File: config.mk
export PLATFORM = sky130hd
export DESIGN_NAME = lfsr_sequencer
export DESIGN_NICKNAME = d
export VERILOG_FILES = /design/src/rtl/lfsr_seq_pkg.sv /design/src/rtl/lfsr_core.sv /design/src/rtl/lfsr_sequencer.sv
export SDC_FILE = /design/constraint.sdc
export NUM_CORES = 1
export LEC_CHECK = 0
export CAP_MARGIN = 5
export CORE_AREA = 2 2 90 92
export CTS_BUF_LIST = sky130_fd_sc_hd__clkbuf_16
export DETAILED_ROUTE_END_ITERATION = 10
export DIE_AREA = 0 0 92 94
export PLACE_DENSITY = 0.8
export SLEW_MARGIN = 15
export SYNTH_ARGS = -nofsm -noshare
export SYNTH_HDL_FRONTEND = slang
export SYNTH_SLANG_ARGS = --single-unit
File: constraint.sdc
create_clock -name clk -period 4.6 [get_ports clk]
set_input_delay 1.38 -clock clk [delete_from_list [all_inputs] [get_ports clk]]
set_output_delay 1.38 -clock clk [all_outputs]
set_load 0.03 [all_outputs]
File: src/rtl/lfsr_seq_pkg.sv
// Shared register map, CTRL bit positions and sequencer state encoding.
package lfsr_seq_pkg;

  localparam int unsigned DATA_W  = 32;
  localparam int unsigned COUNT_W = 16;
  localparam int unsigned PRESC_W = 16;

  localparam logic [1:0] ADDR_CTRL  = 2'd0;
  localparam logic [1:0] ADDR_SEED  = 2'd1;
  localparam logic [1:0] ADDR_TAPS  = 2'd2;
  localparam logic [1:0] ADDR_COUNT = 2'd3;

  // CTRL write bits
  localparam int unsigned CTRL_RUN        = 0;
  localparam int unsigned CTRL_STEP       = 1;
  localparam int unsigned CTRL_LOAD       = 2;
  localparam int unsigned CTRL_IRQ_CLR    = 5;
  localparam int unsigned CTRL_LOCKUP_CLR = 6;

  // CTRL read bits
  localparam int unsigned CTRL_BUSY   = 3;
  localparam int unsigned CTRL_LOCKUP = 4;
  localparam int unsigned CTRL_IRQ    = 5;

  typedef enum logic [1:0] {
    ST_IDLE  = 2'd0,
    ST_RUN   = 2'd1,
    ST_BURST = 2'd2
  } seq_state_e;

endpackage

File: src/rtl/lfsr_core.sv
// Galois LFSR state register with load, advance and all-zero recovery.
module lfsr_core #(
  parameter int unsigned       WIDTH        = 5,
  parameter logic [WIDTH-1:0]  DEFAULT_SEED = WIDTH'(5'h01)
) (
  input  logic             clk,
  input  logic             reset,
  input  logic             advance_i,
  input  logic             load_i,
  input  logic [WIDTH-1:0] seed_i,
  input  logic [WIDTH-1:0] taps_i,
  input  logic             lockup_clr_i,
  output logic [WIDTH-1:0] value_o,
  output logic             step_o,
  output logic             lockup_o
);

  logic [WIDTH-1:0] value_q, value_d;
  logic             step_q, step_d;
  logic             lockup_q, lockup_d;
  logic [WIDTH-1:0] shifted_c;
  logic [WIDTH-1:0] adv_c;

  // Next state: load beats advance; a zero result is replaced by the default seed.
  always_comb begin
    value_d   = value_q;
    step_d    = 1'b0;
    lockup_d  = lockup_q;
    shifted_c = value_q >> 1;
    adv_c     = value_q[0] ? (shifted_c ^ taps_i) : shifted_c;
    if (lockup_clr_i) lockup_d = 1'b0;
    if (load_i) begin
      if (seed_i == '0) begin
        value_d  = DEFAULT_SEED;
        lockup_d = 1'b1;
      end else begin
        value_d = seed_i;
      end
    end else if (advance_i) begin
      step_d = 1'b1;
      if (adv_c == '0) begin
        value_d  = DEFAULT_SEED;
        lockup_d = 1'b1;
      end else begin
        value_d = adv_c;
      end
    end
  end

  // State register.
  always_ff @(posedge clk) begin
    if (reset) begin
      value_q  <= DEFAULT_SEED;
      step_q   <= 1'b0;
      lockup_q <= 1'b0;
    end else begin
      value_q  <= value_d;
      step_q   <= step_d;
      lockup_q <= lockup_d;
    end
  end

  assign value_o  = value_q;
  assign step_o   = step_q;
  assign lockup_o = lockup_q;

endmodule

File: src/rtl/lfsr_sequencer.sv
// Avalon-MM register file, pacing FSM and burst/irq control around lfsr_core.
module lfsr_sequencer
  import lfsr_seq_pkg::*;
#(
  parameter int unsigned      WIDTH        = 5,
  parameter logic [WIDTH-1:0] DEFAULT_SEED = WIDTH'(5'h01),
  parameter logic [WIDTH-1:0] DEFAULT_TAPS = WIDTH'(5'h14),
  parameter int unsigned      STEP_DIV     = 1
) (
  input  logic              clk,
  input  logic              reset,
  input  logic [1:0]        address,
  input  logic              write,
  input  logic [DATA_W-1:0] writedata,
  output logic [DATA_W-1:0] readdata,
  output logic [WIDTH-1:0]  lfsr_value,
  output logic              lfsr_step,
  output logic              irq
);

  localparam logic [PRESC_W-1:0] PRESC_LAST = PRESC_W'(STEP_DIV - 1);

  logic               run_q;
  logic [WIDTH-1:0]   seed_q;
  logic [WIDTH-1:0]   taps_q;
  logic [DATA_W-1:0]  readdata_q;
  seq_state_e         state_q;
  logic [PRESC_W-1:0] presc_q;
  logic [COUNT_W-1:0] count_q;
  logic               irq_q;
  logic               lockup;

  logic               wr_ctrl_c, step_req_c, load_c, irq_clr_c, lockup_clr_c;
  logic               count_wr_c, presc_hit_c, advance_c;
  logic [DATA_W-1:0]  rd_c;
  logic               unused_wd_c;

  assign wr_ctrl_c    = write && (address == ADDR_CTRL);
  assign step_req_c   = wr_ctrl_c && writedata[CTRL_STEP];
  assign load_c       = wr_ctrl_c && writedata[CTRL_LOAD];
  assign irq_clr_c    = wr_ctrl_c && writedata[CTRL_IRQ_CLR];
  assign lockup_clr_c = wr_ctrl_c && writedata[CTRL_LOCKUP_CLR];
  assign count_wr_c   = write && (address == ADDR_COUNT) && (writedata[COUNT_W-1:0] != '0);
  assign presc_hit_c  = (presc_q == PRESC_LAST);
  assign unused_wd_c  = ^writedata[DATA_W-1:COUNT_W];

  // Advance request for this edge; a load in the same cycle freezes the FSM.
  always_comb begin
    advance_c = 1'b0;
    if (!load_c) begin
      case (state_q)
        ST_IDLE:  advance_c = step_req_c;
        ST_RUN:   advance_c = run_q && presc_hit_c;
        ST_BURST: advance_c = presc_hit_c;
        default:  advance_c = 1'b0;
      endcase
    end
  end

  // Read mux; unused bits read as zero.
  always_comb begin
    rd_c = '0;
    case (address)
      ADDR_CTRL: begin
        rd_c[CTRL_RUN]    = run_q;
        rd_c[CTRL_BUSY]   = (state_q != ST_IDLE);
        rd_c[CTRL_LOCKUP] = lockup;
        rd_c[CTRL_IRQ]    = irq_q;
      end
      ADDR_SEED: rd_c[WIDTH-1:0]   = seed_q;
      ADDR_TAPS: rd_c[WIDTH-1:0]   = taps_q;
      default:   rd_c[COUNT_W-1:0] = count_q;
    endcase
  end

  // Software-visible registers and the registered read port.
  always_ff @(posedge clk) begin
    if (reset) begin
      run_q      <= 1'b0;
      seed_q     <= DEFAULT_SEED;
      taps_q     <= DEFAULT_TAPS;
      readdata_q <= '0;
    end else begin
      if (wr_ctrl_c) run_q <= writedata[CTRL_RUN];
      if (write && (address == ADDR_SEED)) seed_q <= writedata[WIDTH-1:0];
      if (write && (address == ADDR_TAPS)) taps_q <= writedata[WIDTH-1:0];
      readdata_q <= rd_c;
    end
  end

  // Sequencer FSM with prescaler, burst counter and sticky irq (set beats clear).
  always_ff @(posedge clk) begin
    if (reset) begin
      state_q <= ST_IDLE;
      presc_q <= '0;
      count_q <= '0;
      irq_q   <= 1'b0;
    end else begin
      if (irq_clr_c) irq_q <= 1'b0;
      if (!load_c) begin
        case (state_q)
          ST_IDLE: begin
            if (run_q) begin
              state_q <= ST_RUN;
              presc_q <= '0;
            end else if (count_wr_c) begin
              state_q <= ST_BURST;
              presc_q <= '0;
              count_q <= writedata[COUNT_W-1:0];
            end
          end
          ST_RUN: begin
            if (!run_q) begin
              state_q <= ST_IDLE;
            end else if (presc_hit_c) begin
              presc_q <= '0;
            end else begin
              presc_q <= presc_q + PRESC_W'(1);
            end
          end
          ST_BURST: begin
            if (presc_hit_c) begin
              presc_q <= '0;
              count_q <= count_q - COUNT_W'(1);
              if (count_q == COUNT_W'(1)) begin
                irq_q   <= 1'b1;
                state_q <= run_q ? ST_RUN : ST_IDLE;
              end
            end else begin
              presc_q <= presc_q + PRESC_W'(1);
            end
          end
          default: state_q <= ST_IDLE;
        endcase
      end
    end
  end

  lfsr_core #(
    .WIDTH        (WIDTH),
    .DEFAULT_SEED (DEFAULT_SEED)
  ) u_core (
    .clk          (clk),
    .reset        (reset),
    .advance_i    (advance_c),
    .load_i       (load_c),
    .seed_i       (seed_q),
    .taps_i       (taps_q),
    .lockup_clr_i (lockup_clr_c),
    .value_o      (lfsr_value),
    .step_o       (lfsr_step),
    .lockup_o     (lockup)
  );

  assign readdata = readdata_q;
  assign irq      = irq_q;

endmodule

### Yosys cells after proc, flatten, opt, wreduce, memory -nomap -nowiden

Index checks and enable logic that the tools add are counted.

* bits of input ports: 37
* output and inout port bits: 39
* register bits after elaboration: 85
* word-level logic and storage cells: 94

* muxes and demuxes: 38
* add/subtract/negate cells: 2
* bitwise operators: 2
* eq/ne operators: 13
* reductions and logical operators: 26

Operator list (number)
* $mux 16: 7
* $pmux 16 s3: 1
* $pmux 16 s2: 1
* $mux 5: 5
* $pmux 2 s3: 3
* $add 16x1->16 const B: 1
* $eq 16x1->1 const B: 1
* $logic_not 16->1: 1
* $reduce_bool 16->1: 1
* $sub 16x1->16 const B: 1
* $mux 1: 13
* $ne 2x2->1 const B: 6
* $logic_and 1x1->1: 10
* $logic_not 5->1: 2
* $mux 2: 5
* $reduce_and 5->1: 2
* $eq 2x2->1 const B: 3
* $pmux 1 s3: 2
* $reduce_bool 2->1: 3
* $xor 4x5->5: 1
* $eq 2x1->1 const B: 2
* $logic_not 2->1: 2
* $reduce_and 4->1: 1
* $reduce_or 2->1: 2
* other kinds (5): 5

### Depth between registers and ports, before layout

Gate-level depths: netlist of the first run.

* depth after elaboration: 8
* mapped depth: 10
* depth with buffers taken out: 8

### Cells and area by module

From an unflattened synthesis of the first run, not the netlist that was laid out.

* cell total of the unflattened synthesis: 490
* area total of the unflattened synthesis: 3947.5 µm²

By module, submodules not included
* lfsr_sequencer: cells an instance 432, sequential area each 1241.2 µm², times used 1, area an instance 3487.1 µm²
* lfsr_core: cells an instance 58, sequential area each 140.1 µm², times used 1, area an instance 460.4 µm²

### Least setup slack after synthesis of the first run

No wires, ideal clock.

* kind: input to register
* start: input port address[0]
* end: register count_q[15]
* stages: 10
* library setup time: 134 ps
* path buffers: 2
* data arrival time: 2925 ps
* setup slack: 1541 ps
* cell sequence: inv_1 > ha_1 > clkbuf_1 > nand2_1 > nor2_1 > a21oi_1 > a21bo_2 > clkbuf_1 > o21bai_1 > a21oi_1

* longest elaborated chain between the ends: 5

RTL lines
* start: declaration: RTL line lfsr_sequencer.sv:12 `input logic [1:0] address,`
* $eq 2x2->1 / $logic_not 2->1 (equally long branches): RTL line lfsr_sequencer.sv:43, lfsr_sequencer.sv:38
* $logic_and 1x1->1, on equally long branches: RTL line lfsr_sequencer.sv:43, lfsr_sequencer.sv:38
* $logic_and 1x1->1, on equally long branches: RTL line lfsr_sequencer.sv:43, lfsr_sequencer.sv:40
* $ne 2x2->1 (no source line) / $not 1->1 (equally long branches)
* $reduce_and 5->1 (no source line) *
* end signal: assignment: RTL line lfsr_sequencer.sv:109 `count_q <= writedata[COUNT_W-1:0];`
* end signal: assignment: RTL line lfsr_sequencer.sv:124 `count_q <= count_q - COUNT_W'(1);`
* end: declaration: RTL line lfsr_sequencer.sv:29 `logic [COUNT_W-1:0] count_q;`

Mark *: on every way between the ends. The rest lies on a longest branch, timed or not.
A chain may end at the register's enable or synchronous reset.

### Worst setup path after layout of the first run

* start: input port address[0]
* end: register count_q[0]

Same word-level chain as after synthesis.

==> run_results.csv, run 1 <==
group,metric,value,unit
outcome,outcome,"complete, no violations",
yosys,synthFlopType,"sky130_fd_sc_hd__dfxtp_1",
flow_run,max-cap-violations,0,
floorplan,chipWidth,92,um
yosys,yosys_warnings,0,
finish,drive_above_1_share,7.21,%
finish,nets_finish,558,
critical_path,crit_path_top_delay_cell,"sky130_fd_sc_hd__clkdlybuf4s50_1",
global_routing,grt.overflow.total,0,
yosys,synth_cell_types,59,
placed_design,post_dp_cell_area,4190,um^2
critical_path,cp_slowest_stage_delay,0.55,ns
pwr,power.internal,0.00118,W
yosys,postSynthCellCount,475,
yosys,synth_edf_count,0,
clock_network,tritoncts,"yes",
finish,antenna_cells_inserted,0,
clock_network,ctsRootBufferMaster,"sky130_fd_sc_hd__clkbuf_16",
timing,max_slew.worst_pin.slew,0.932,ns
yosys,number_of_flip_flops_and_latches_in_the_synthesized_netlist,69,
pwr,share_clk_of_total_power,35.3,%
floorplan,die_area,8650,um^2
clock_network,clk-insertion-delay-late,0.33,ns
detailed_routing,aggregate_routed_wire_length,9.03,mm
detailed_routing,initialDrtViolationCount,209,
detailed_routing,post_drt_antenna_nets,0,
placed_design,finalWeightedCongestion,0.870,
pwr,power-per-cell-area,393,nW/um^2
pwr,netSwitchingFraction,32.8,%
clock_network,cts_max_level,3,
finish,fillers,668,
yosys,synth_simple_gate_area_share,27.9,%
yosys,post_synth_instance_area,3750,um^2
placed_design,post-dp-hpwl,6.18,mm
clock_network,cts-buffers-inserted,9,
detailed_routing,post_drt_via_cell_ratio,5.73,
detailed_routing,count_of_vias_placed_by_the_detailed_router,3525,
detailed_routing,drcViolationCount,0,
critical_path,worst-endpoint-required,4.86,ns
timing,report.final.setup_viol,0,
timing,max_freq,272,MHz
timing,maxSlewHeadroom,37.4,%
finish,area_delta_synth_final,18.8,%
timing,final.setup.tns,0,ns
yosys,combinational_family_with_the_most_area_after_synthesis,"simple AND/OR/NAND/NOR gates",
floorplan,io-pin-count,76,
floorplan,initial_utilization,49.3,%
floorplan,design.core.area,7610,um^2
yosys,post_synth_fa_ha_maj_area_fraction,4.33,%
floorplan,die_height,94,um
clock_network,clock_sink_count,69,
critical_path,critPathCaptureType,"flip-flop",
finish,fin_area,4460,um^2
timing,period_needed,3.67,ns
detailed_routing,detail_route.first_pass.iterations,5,
critical_path,arrival,3.93,ns
detailed_routing,route.detailed.wl_per_inst,14.7,um
timing,final-hold-violation-count,0,
timing,timing.final.crit_share,79.8,%
pwr,share_comb_of_total_power,26.3,%
critical_path,cp-start-kind,"input pin",
pwr,power_leakage,1.62,nW
yosys,synth.area.mux_share,1.37,%
finish,utilization,58.6,%
clock_network,cts.clk_slew.worst_paths,0.06,ns
yosys,synth.avg_cell_area,7.90,um^2
global_routing,first_global_vias,3234,
global_routing,grt_first_pass_wirelength,14.9,mm
yosys,synth_compound_area_share,21.3,%
clock_network,cts.path.max_buffers,2,
critical_path,crit_path_cell_trace,"clkdlybuf4s50_1 > inv_1 > ha_1 > nand2_1 > nor2_1 > buf_4 > a21oi_1 > a21bo_2 > or3b_2 > a31oi_1",
critical_path,critical_path_peak_fanout,32,
global_routing,pin_count_of_the_biggest_net_entering_global_routing,48,
critical_path,critPathKind,"input pin to flip-flop",
timing,rsz0062_at_grt,"no",
yosys,async_set_or_reset_flop_fraction_in_the_synthesized_netlist,0,%
worst_hold_path,hold_class,"flip-flop to flip-flop",
pwr,seqPwrFrac,38.4,%
clock_network,cts_resized,0,
global_routing,grt_antenna_before_repair,0,
clock_network,cts-hold-fix-buffers,0,
yosys,yosys.area_share.xor_xnor,1.17,%
pwr,total_power,0.00175,W
timing,fin_worst_skew,0.00463,ns
global_routing,total_routing_usage_gr,21.4,%
timing,timing.final.max_slew_violations,0,
clock_network,post_cts.repair.setup_buffers,0,
pwr,power.ir.vdd_worst,0.225,mV
floorplan,number_of_placement_rows,32,
yosys,seq_area_frac_synth,36.8,%
pwr,total_switching_power,0.000575,W
placed_design,port-buffer-count,43,
==> final timing paths <==
check | end | cells after the start | slack [ns] | from
max | count_q[0]$_SDFFE_PP0P_ | 10 | 0.93 | address[0]
min | presc_q[15]$_SDFFE_PP0P_ | 2 | 0.47 | presc_q[15]$_SDFFE_PP0P_
max reg2reg | state_q[1]$_SDFFE_PP0P_ | 6 | 1.63 | state_q[0]$_SDFFE_PP0P_
min reg2reg | presc_q[15]$_SDFFE_PP0P_ | 2 | 0.47 | presc_q[15]$_SDFFE_PP0P_
==> registers in the layout (all words and copies together), names as in the netlist <==
register	flops
state_q	2
irq	1
u_core.step_o	1
seed_q	5
u_core.lockup_o	1
taps_q	5
presc_q	16
readdata	16
count_q	16
run_q	1
u_core.value_o	5
==> layer usage <==
layer	global-route usage (%)	vias up	routed length [um]
met5	0	-	0
met4	7.09	0	150
met3	5.86	18	680
met2	35.4	124	4200
met1	27.2	1653	4000
li1	-	1730	-
==> critical path, delay by kind of cell <==
family,cells,cell delay (ns)
adder cells (fa/ha/maj),1,0.33
AO/OA/AOI/OAI,3,0.71
buffers and inverters,3,0.80
AND/OR/NAND/NOR,3,0.70
==> area by class of cell <==
type	instances	area [um^2]	area share [%]
multi-input cells	368	2170	48.8
inverters	12	45.0	1.01
flip-flops and latches	69	1380	31.0
repair buffers	48	463	10.4
clock buffers	9	225	5.05
well taps	102	128	2.86
clock inverters	7	42.5	0.954
==> cells in the mapped netlist, drive strengths merged (5+ instances only) <==
| master | count | share of area [%] |
|---|---|---|
| nand3b | 6 | 1.2 |
| dfxtp | 69 | 37 |
| inv | 11 | 1.1 |
| a21o | 6 | 1.2 |
| nand3 | 19 | 2.5 |
| or2 | 6 | 1.0 |
| xnor2 | 5 | 1.2 |
| nor4 | 13 | 2.6 |
| nand2 | 47 | 4.7 |
| clkbuf | 24 | 2.4 |
| a21oi | 59 | 8.0 |
| nand4 | 5 | 0.83 |
| nor3 | 14 | 1.9 |
| nand2b | 8 | 1.3 |
| nor2 | 44 | 4.4 |
| and2 | 12 | 2.0 |
| buf | 17 | 3.4 |
| o21ai | 23 | 3.1 |
| ha | 13 | 4.3 |
| o31a | 5 | 1.2 |
| or3 | 8 | 1.5 |
==> through the flow <==
step	hold slack, ns	instances	worst slack, ns
2_1_floorplan	0.437	490	1.54
3_3_place_gp	0.453	599	0.686
3_5_place_dp	0.469	599	0.609
4_1_cts	0.476	615	0.951
5_1_grt	0.502	615	0.733
6_report	0.472	615	0.928
==> logic make-up after synthesis <==
family,Yosys count
DFF,69
xor gates and xnor gates,5
other,1
muxes,5
and+or+nand+nor,201
adders and majority gates,13
buffers and inverters,53
AOI/OAI and AO/OA,128
==> placed cells by master, fill, tap and decap left out, types with 6 or more instances in the layout <==
cell type,n
sky130_fd_sc_hd__ha_1,13
sky130_fd_sc_hd__nor2_1,44
sky130_fd_sc_hd__o21ai_0,23
sky130_fd_sc_hd__nor3_1,14
sky130_fd_sc_hd__nand3_1,19
sky130_fd_sc_hd__nand2b_1,8
sky130_fd_sc_hd__conb_1,16
sky130_fd_sc_hd__or3_1,7
sky130_fd_sc_hd__dfxtp_1,69
sky130_fd_sc_hd__nand2_1,47
sky130_fd_sc_hd__a21oi_1,58
sky130_fd_sc_hd__clkdlybuf4s50_1,42
sky130_fd_sc_hd__nand3b_1,6
sky130_fd_sc_hd__and2_1,12
sky130_fd_sc_hd__inv_1,11
sky130_fd_sc_hd__nor4_1,12
sky130_fd_sc_hd__clkbuf_16,9
sky130_fd_sc_hd__a21o_1,6
==> power by group through the flow <==
| stage | clock (W) | combinational (W) | sequential [W] |
|---|---|---|---|
| 6_report | 0.000618 | 0.000460 | 0.000673 |
| 4_1_cts | 0.000629 | 0.000458 | 0.000672 |
| 3_5_place_dp | 0 | 0.000454 | 0.000684 |
| 5_1_grt | 0.000652 | 0.000505 | 0.000678 |
| 3_3_place_gp | 0 | 0.000443 | 0.000683 |
| 2_1_floorplan | 0 | 0.000323 | 0.000703 |
Note: power is estimated with default switching activity, not from simulation.
==> run 2: changes to the inputs <==
==> constraint.sdc (replaced) <==
create_clock -name clk -period 3.6 [get_ports clk]
set_input_delay 1.08 -clock clk [delete_from_list [all_inputs] [get_ports clk]]
set_output_delay 1.08 -clock clk [all_outputs]
set_load 0.03 [all_outputs]
==> run_results.csv, run 2 (same netlist as run 1, synthesis figures left out) <==
group,metric,value,unit
detailed_routing,detail_route.first_pass.iterations,7,
global_routing,top_usage_layer,"met2",
global_routing,grt_first_pass_wirelength,15.2,mm
placed_design,post-dp-hpwl,6.53,mm
clock_network,cts-hold-fix-buffers,0,
critical_path,critPathCaptureType,"flip-flop",
finish,most-common-layout-cells,"69 x sky130_fd_sc_hd__dfxtp_1, 58 x sky130_fd_sc_hd__a21oi_1, 47 x sky130_fd_sc_hd__nand2_1, 44 x sky130_fd_sc_hd__nor2_1, 42 x sky130_fd_sc_hd__clkdlybuf4s50_1",
clock_network,cts-buffers-inserted,9,
clock_network,tritoncts,"yes",
global_routing,met2_usage,34.9,%
floorplan,die_area,8650,um^2
global_routing,grt.met1_usage,28.4,%
detailed_routing,post_drt_via_cell_ratio,5.83,
clock_network,post_cts.repair.setup_buffers,0,
clock_network,cts.clk_slew.worst_paths,0.05,ns
critical_path,critical_path_peak_fanout,20,
timing,period_needed,3.10,ns
timing,rsz0062_at_grt,"no",
pwr,power-per-cell-area,488,nW/um^2
finish,final_common_cell,"sky130_fd_sc_hd__dfxtp_1",
finish,area_delta_synth_final,21.0,%
finish,final_cell_count_no_fill,625,
outcome,outcome,"complete, no violations",
placed_design,finalWeightedCongestion,0.848,
timing,timing.final.crit_share,86.2,%
floorplan,io-pin-count,76,
finish,fin_area,4540,um^2
detailed_routing,drcViolationCount,0,
global_routing,grt.overflow.total,0,
floorplan,number_of_placement_rows,32,
pwr,power.ir.vdd_worst,0.308,mV
clock_network,cts.path.max_buffers,2,
timing,report.final.setup_viol,0,
timing,max_freq,322,MHz
critical_path,cp-start-kind,"input pin",
placed_design,port-buffer-count,43,
placed_design,place_inst,611,
clock_network,ctsRootBufferMaster,"sky130_fd_sc_hd__clkbuf_16",
timing,maxSlewHeadroom,59.9,%
global_routing,pin_count_of_the_biggest_net_entering_global_routing,33,
detailed_routing,post_drt_antenna_nets,0,
finish,nets_finish,570,
timing,max_slew.worst_pin.slew,0.601,ns
timing,final-hold-violation-count,0,
detailed_routing,aggregate_routed_wire_length,9.23,mm
clock_network,clock_sink_count,69,
clock_network,clk-insertion-delay-late,0.33,ns
global_routing,total_routing_usage_gr,21.8,%
pwr,power_leakage,1.68,nW
floorplan,initial_utilization,49.3,%
flow_run,max-cap-violations,0,
critical_path,worst-endpoint-required,3.83,ns
timing,timing.final.max_slew_violations,0,
timing,final.setup.tns,0,ns
detailed_routing,count_of_vias_placed_by_the_detailed_router,3643,
critical_path,arrival,3.33,ns
finish,antenna_cells_inserted,0,
placed_design,post_dp_cell_area,4290,um^2
global_routing,gr-usage-met3,4.33,%
finish,drive_above_1_share,8.22,%
clock_network,cts_max_level,3,
global_routing,grt_antenna_before_repair,0,
critical_path,critPathKind,"input pin to flip-flop",
floorplan,die_height,94,um
detailed_routing,initialDrtViolationCount,207,
clock_network,cts_resized,0,
floorplan,design.core.area,7610,um^2
detailed_routing,route.detailed.wl_per_inst,14.8,um
global_routing,first_global_vias,3263,
timing,fin_worst_skew,0.00687,ns
worst_hold_path,hold_class,"flip-flop to flip-flop",
floorplan,chipWidth,92,um
==> run 2: power breakdown <==
group	internal [W]	switching (W)
registers	0.000809	0.0000503
logic	0.000254	0.000358
clock network	0.000447	0.000298
==> run 2: stage by stage <==
| step | total power, W | hold slack [ns] | worst slack, ns | util (%) |
|---|---|---|---|---|
| floorplan | 0.00131 | 0.437 | 0.841 | - |
| CTS | 0.00222 | 0.474 | 0.511 | 59.7 |
| detailed placement | 0.00147 | 0.467 | 0.168 | 56.4 |
| finish | 0.00222 | 0.475 | 0.497 | 59.7 |
| global route | 0.00232 | 0.495 | 0.342 | 59.7 |
| global placement | 0.00146 | 0.454 | 0.263 | 56.4 |
==> run 2: worst max-delay path, stage by stage <==
cell and delay, ns:
sky130_fd_sc_hd__clkdlybuf4s50_1 0.45, sky130_fd_sc_hd__nor4_1 0.43, sky130_fd_sc_hd__a41oi_1 0.26, sky130_fd_sc_hd__o311ai_2 0.32
sky130_fd_sc_hd__buf_4 0.30, sky130_fd_sc_hd__a21oi_1 0.06, sky130_fd_sc_hd__or3b_1 0.36, sky130_fd_sc_hd__o41ai_1 0.07
==> run 2: final cells by class <==
type,instances,area (um^2)
clock buffers,9,225
clock inverters,5,22.5
fillers,695,3070
inverters,12,45.0
multi-input cells,368,2170
flip-flops and latches,69,1380
well taps,102,128
repair buffers,60,566
==> run 2: layer usage <==
layer  up-vias  part of all wire (%)  wire (um)
met1      1738                    45       4110
met2       117                    47       4370
met5         -                     0          0
met3        18                   6.2        569
li1       1770                     -          -
met4         0                   1.9        178
==> run 2: path summary, 6_finish.rpt <==
check                                               from                             end  slack [ns]  depth (start not counted)
worst max register to register   presc_q[0]$_SDFFE_PP0P_  u_core.value_o[0]$_SDFFE_PP1P_        1.13                          8
worst max-delay path                       writedata[11]        presc_q[13]$_SDFFE_PP0P_        0.50                          8
worst min-delay path            presc_q[15]$_SDFFE_PP0P_        presc_q[15]$_SDFFE_PP0P_        0.48                          2
worst min register to register  presc_q[15]$_SDFFE_PP0P_        presc_q[15]$_SDFFE_PP0P_        0.48                          2
